### config.mk
export PLATFORM = sky130hd
export DESIGN_NAME = vga_ctrl
export DESIGN_NICKNAME = d
export VERILOG_FILES = /design/src/rtl/vga_ctrl.sv
export SDC_FILE = /design/constraint.sdc
export NUM_CORES = 1
export LEC_CHECK = 0
export CORE_MARGIN = 4
export CORE_UTILIZATION = 50
export DETAILED_ROUTE_END_ITERATION = 6
export PLACE_DENSITY_LB_ADDON = 0.12
export SETUP_SLACK_MARGIN = 0.05
export SLEW_MARGIN = 20
export SYNTH_ARGS = -nofsm -noshare
export SYNTH_HDL_FRONTEND = slang
export SYNTH_SLANG_ARGS = --single-unit
### constraint.sdc
create_clock -name vga_clk -period 2.85 [get_ports vga_clk]
set_input_delay 0.57 -clock vga_clk [delete_from_list [all_inputs] [get_ports vga_clk]]
set_output_delay 0.57 -clock vga_clk [all_outputs]
set_load 0.02 [all_outputs]
### src/rtl/vga_ctrl.sv
// VGA 640x480@60 timing generator and pixel sink. Free-running h/v counters
// produce a coordinate request one cycle ahead of display enable; the returned
// RGB332 pixel is registered to the DAC together with hsync/vsync/frame_start.
// Ports: vga_clk/sys_rst_n (clock, async active-low reset); pix_data (pixel
// from upstream, one cycle after its request); pix_x/pix_y/pix_req (coordinate
// request, 0x3FF when idle); hsync/vsync/rgb/frame_start (registered outputs).
// No handshake: upstream must return a pixel every cycle.
module vga_ctrl #(
  parameter int H_SYNC  = 96,
  parameter int H_BACK  = 48,
  parameter int H_VALID = 640,
  parameter int H_FRONT = 16,
  parameter int H_TOTAL = H_SYNC + H_BACK + H_VALID + H_FRONT,
  parameter int V_SYNC  = 2,
  parameter int V_BACK  = 33,
  parameter int V_VALID = 480,
  parameter int V_FRONT = 10,
  parameter int V_TOTAL = V_SYNC + V_BACK + V_VALID + V_FRONT
) (
  input  logic       vga_clk,
  input  logic       sys_rst_n,
  input  logic [7:0] pix_data,
  output logic [9:0] pix_x,
  output logic [9:0] pix_y,
  output logic       pix_req,
  output logic       hsync,
  output logic       vsync,
  output logic [7:0] rgb,
  output logic       frame_start
);

  localparam logic [9:0] H_LAST   = 10'(H_TOTAL - 1);
  localparam logic [9:0] V_LAST   = 10'(V_TOTAL - 1);
  // Request window opens one clock before the first visible pixel so the
  // upstream register has a cycle to return data.
  localparam logic [9:0] H_REQ_S  = 10'(H_SYNC + H_BACK - 1);
  localparam logic [9:0] H_REQ_E  = 10'(H_SYNC + H_BACK + H_VALID - 1);
  localparam logic [9:0] V_ACT_S  = 10'(V_SYNC + V_BACK);
  localparam logic [9:0] V_ACT_E  = 10'(V_SYNC + V_BACK + V_VALID);
  localparam logic [9:0] H_SYNC_E = 10'(H_SYNC);
  localparam logic [9:0] V_SYNC_E = 10'(V_SYNC);

  logic [9:0] cnt_h;
  logic [9:0] cnt_v;
  logic       de;
  logic       line_end;

  assign line_end = (cnt_h == H_LAST);

  always_ff @(posedge vga_clk or negedge sys_rst_n) begin
    if (!sys_rst_n) begin
      cnt_h <= '0;
    end else if (line_end) begin
      cnt_h <= '0;
    end else begin
      cnt_h <= cnt_h + 10'd1;
    end
  end

  always_ff @(posedge vga_clk or negedge sys_rst_n) begin
    if (!sys_rst_n) begin
      cnt_v <= '0;
    end else if (line_end) begin
      if (cnt_v == V_LAST) begin
        cnt_v <= '0;
      end else begin
        cnt_v <= cnt_v + 10'd1;
      end
    end
  end

  always_comb begin
    pix_req = (cnt_h >= H_REQ_S) && (cnt_h < H_REQ_E) &&
              (cnt_v >= V_ACT_S) && (cnt_v < V_ACT_E);
    pix_x   = 10'h3FF;
    pix_y   = 10'h3FF;
    if (pix_req) begin
      pix_x = cnt_h - H_REQ_S;
      pix_y = cnt_v - V_ACT_S;
    end
  end

  // All outputs share one register delay after the counters, so sync edges
  // stay aligned with the pixel that arrives one cycle after its request.
  always_ff @(posedge vga_clk or negedge sys_rst_n) begin
    if (!sys_rst_n) begin
      de          <= 1'b0;
      hsync       <= 1'b0;
      vsync       <= 1'b0;
      rgb         <= 8'h00;
      frame_start <= 1'b0;
    end else begin
      de          <= pix_req;
      hsync       <= (cnt_h < H_SYNC_E);
      vsync       <= (cnt_v < V_SYNC_E);
      rgb         <= de ? pix_data : 8'h00;
      frame_start <= (cnt_h == 10'd0) && (cnt_v == 10'd0);
    end
  end

endmodule

==> results of run 1 <==
## logic make-up (layout without fill, tap and decap cells)
family / after synthesis / count (layout) / synth area share
simple gates: 88 / 88 / 0.257
compound gates: 29 / 29 / 0.120
xor+xnor: 21 / 21 / 0.0962
flops: 32 / 32 / 0.419
fa+ha+maj: 4 / 4 / 0.0262
mux: 3 / 3 / 0.0190
buf+inv: 25 / 78 / 0.0635
## worst max-delay path by stage
| stage | start | to | slack, ps |
|---|---|---|---|
| after floorplan | cnt_v[0]$_DFFE_PN0P_ | pix_x[4] | 270 |
| after global placement | cnt_v[1]$_DFFE_PN0P_ | pix_y[9] | 70 |
| after detailed placement | cnt_v[1]$_DFFE_PN0P_ | pix_y[4] | 7 |
| after CTS | cnt_h[1]$_DFF_PN0_ | pix_y[4] | 40 |
| after global routing | cnt_h[0]$_DFF_PN0_ | pix_y[0] | 10 |
| final | cnt_h[0]$_DFF_PN0_ | pix_y[1] | 100 |
## registers in the layout, indices dropped and copies added, names as in the netlist
name	cells
cnt_h	10
cnt_v	10
de	1
frame_start	1
hsync	1
rgb	8
vsync	1
## timing repair
item | CTS | global route
gates resized for setup | 27 | 15
setup endpoints to repair | 21 | 20
hold endpoints to repair | 0 | 0
pin swaps | 3 | 3
buffers inserted | 1 | 2
## synth_stat cells, types with 3 or more instances
cell type	n
dfrtp_1	32
nand2_1	24
nor2_1	15
xnor2_1	13
and2_1	10
clkbuf_1	8
nand3_1	8
xor2_1	8
nand4_1	7
a21oi_1	6
buf_2	6
inv_1	5
ha_1	4
nor4_1	4
and3_1	3
o21ai_0	3
## power groups by stage
stage	clock [W]	combinational (W)	sequential (W)
2_1_floorplan	0	0.0000000110	0.000463
3_3_place_gp	0	0.0000217	0.000463
3_5_place_dp	0	0.0000221	0.000463
4_1_cts	0.000334	0.0000225	0.000454
5_1_grt	0.000355	0.0000247	0.000454
6_report	0.000328	0.0000215	0.000454
## critical path, cell delays in order, from the launching register on
cell and delay (ps):
dfrtp_1 410, ha_4 190, nand4_1 140, a32o_2 330, a211oi_4 260, buf_6 180
nand2b_1 60, dlygate4sd2_1 320
## layout make-up
class / instances / area share
multi-input cells: 145 / 0.414
flip-flops and latches: 32 / 0.307
repair buffers: 66 / 0.219
clock buffers: 6 / 0.0278
well taps: 48 / 0.0230
inverters: 5 / 0.00718
clock inverters: 1 / 0.00191
## metal layers
metal	GRT usage	wire, um	part of all wire
met5	0	0	0
met4	0.0872	127	0.025
met3	0.0681	382	0.075
met2	0.369	2580	0.51
met1	0.251	2010	0.39
## stage by stage
step / area [um2] / power (W)
after detailed placement: 2440 / 0.000485
after CTS: 2540 / 0.000811
after global placement: 2440 / 0.000484
after global routing: 2610 / 0.000833
final: 2610 / 0.000804
after floorplan: 1910 / 0.000463
==> results.md, run 1 <==
* Outcome: finished clean
* Per-cell routed wire length at around 17 um
* Most used DFF post-synth: dfrtp_1
* Fin crit period at between 2000 and 3000 ps
* Initial DRC Count at between 100 and 150
* Switching share of power at 0.214
* Worst hold slack at 575 ps
* Skew-Pair Late Insertion Delay at 290 ps
* Max cap viols at 0
* H-tree lvl count at 2
* Worst-margin pin slew at between 400 and 500 ps
* Yosys top cell area share at 0.419
* Comb pwr share at 0.027
* Worst hold endpoint: rgb[2]$_DFF_PN0_
* Placer Congestion at slightly below 0.9
* TritonRoute pass-1 iters at 4
* Clk pwr share at 0.408
* Commonest non-fill, non-tap cell in the layout: dfrtp_1
* Post-Synthesis Mean Instance Area at approximately 9.5 um2
* Layout cell share with drive strength beyond 1 at 0.200
* P&R area growth vs syn at 36.7%
* Cell variety after synth at between 50 and 60
* Number of global-route vias before repair at approximately 1800
* Top post-synthesis cells by area: dfrtp_1, xnor2_1, nand2_1
* Area of the multi-input gates at ~1100 um2
* Reg clk slew, reported paths at 70 ps
* Vias/cell at 5.70
* Register share of total power at 0.565
* Startpoint types: flop
* Initial antenna violation count at 0
* Post-Synthesis Cells at between 200 and 250
* Reg2Reg Depth at 5
* Tcrit/Tclk final at 0.966
* Worst Path Required at between 2000 and 2500 ps
* Unrepaired setup endpoints after global routing: true
* Sink Count at 32
* Dominant cell type by area after synthesis: dfrtp_1
* Switching power at ~0.00017 W
* Reg area at ~800 um2
* Largest net degree at the start of global routing at 33
* Cell Rows at 22
* TNS Setup at 0 ps
* Core region area at 3690 um2
* Final Max Tran Viols at 0
* Layout fillers at 280
* Nets@finish at 269
* Top Ports at 42
* Final setup vio count at 0
* CTS tree: done
* Die area at around 4900 um2
* Chip Height at 69.8 um
* CTS Buffer Depth at 2
* Post-synth net total at around 220
* WL final at roughly 5000 um
* Final Worst Setup Slack at 96.9 ps
* Hold WC Path Type: flop to flop
* Tot GR Track Use at 0.217
* Crit Path Category: flop to output port
* HPWL Detailed at 3460 um
* Max Fclk at 363 MHz
* Vias post-DR at ~1700
* First-pass GRT wire length at around 8300 um
* FF+latch count, synth at 32
* Non-filler cells, final at ~300
* Ys Warns at 0
* End of the worst register-to-register path: cnt_v[2]$_DFFE_PN0P_
* Power per cell area at 307 nW/um2
* DP Worst Slack at between 7 and 8 ps
* Post-Syn Area at roughly 1900 um2
* Most frequent cells in the layout: dfrtp_1, nand2_1, buf_4
* DRC violations left at 0
* Clk_skew at between 6 and 7 ps
* Arr. time, crit path at about 2200 ps
* Static Leak at around 1.1 nW
* Post-route ant nets at 0
* Antenna cell count at 0
* Clock root buffer master: clkbuf_8
* Core Util, Final at 0.709
* Internal at 0.000631 W
* Global route overflow at 0
* Die width at about 70 um
* Cell count after placement at roughly 300
* Critical Path End Type: output port
* Async set-reset flop share out of synthesis at 1.00
* CP max FO at 10
* Maximum VDD drop at 0.000268 V
* Initial Utilization at 0.518
* CTS Hold Bufs at 0
* Hold Crit Start: de$_DFF_PN0_
* Seq/Total Area, Yosys at 0.419
* EDFF count, synth at 0
* TritonCTS Buffers at 5
* Slew headroom at 0.715
* R2R Setup Slk at just under 800 ps
* Final Hold Violating Endpoints at 0
* Port Buf Inserts at around 40
* Reg2Reg Launch Point: cnt_v[6]$_DFFE_PN0P_
* Hold Path Depth at 1
(Power assumes the default switching activity.)
==> run 2, diff against run 1 <==
--- a/config.mk
+++ b/config.mk
@@ -7,7 +7,9 @@
 export LEC_CHECK = 0
 export CORE_MARGIN = 4
 export CORE_UTILIZATION = 50
+export CTS_CLUSTER_DIAMETER = 100
 export DETAILED_ROUTE_END_ITERATION = 6
+export HOLD_SLACK_MARGIN = 0.02
 export PLACE_DENSITY_LB_ADDON = 0.12
 export SETUP_SLACK_MARGIN = 0.05
 export SLEW_MARGIN = 20
==> results of run 2 <==
Final layout, timing and power as in run 1 (identical DEF).
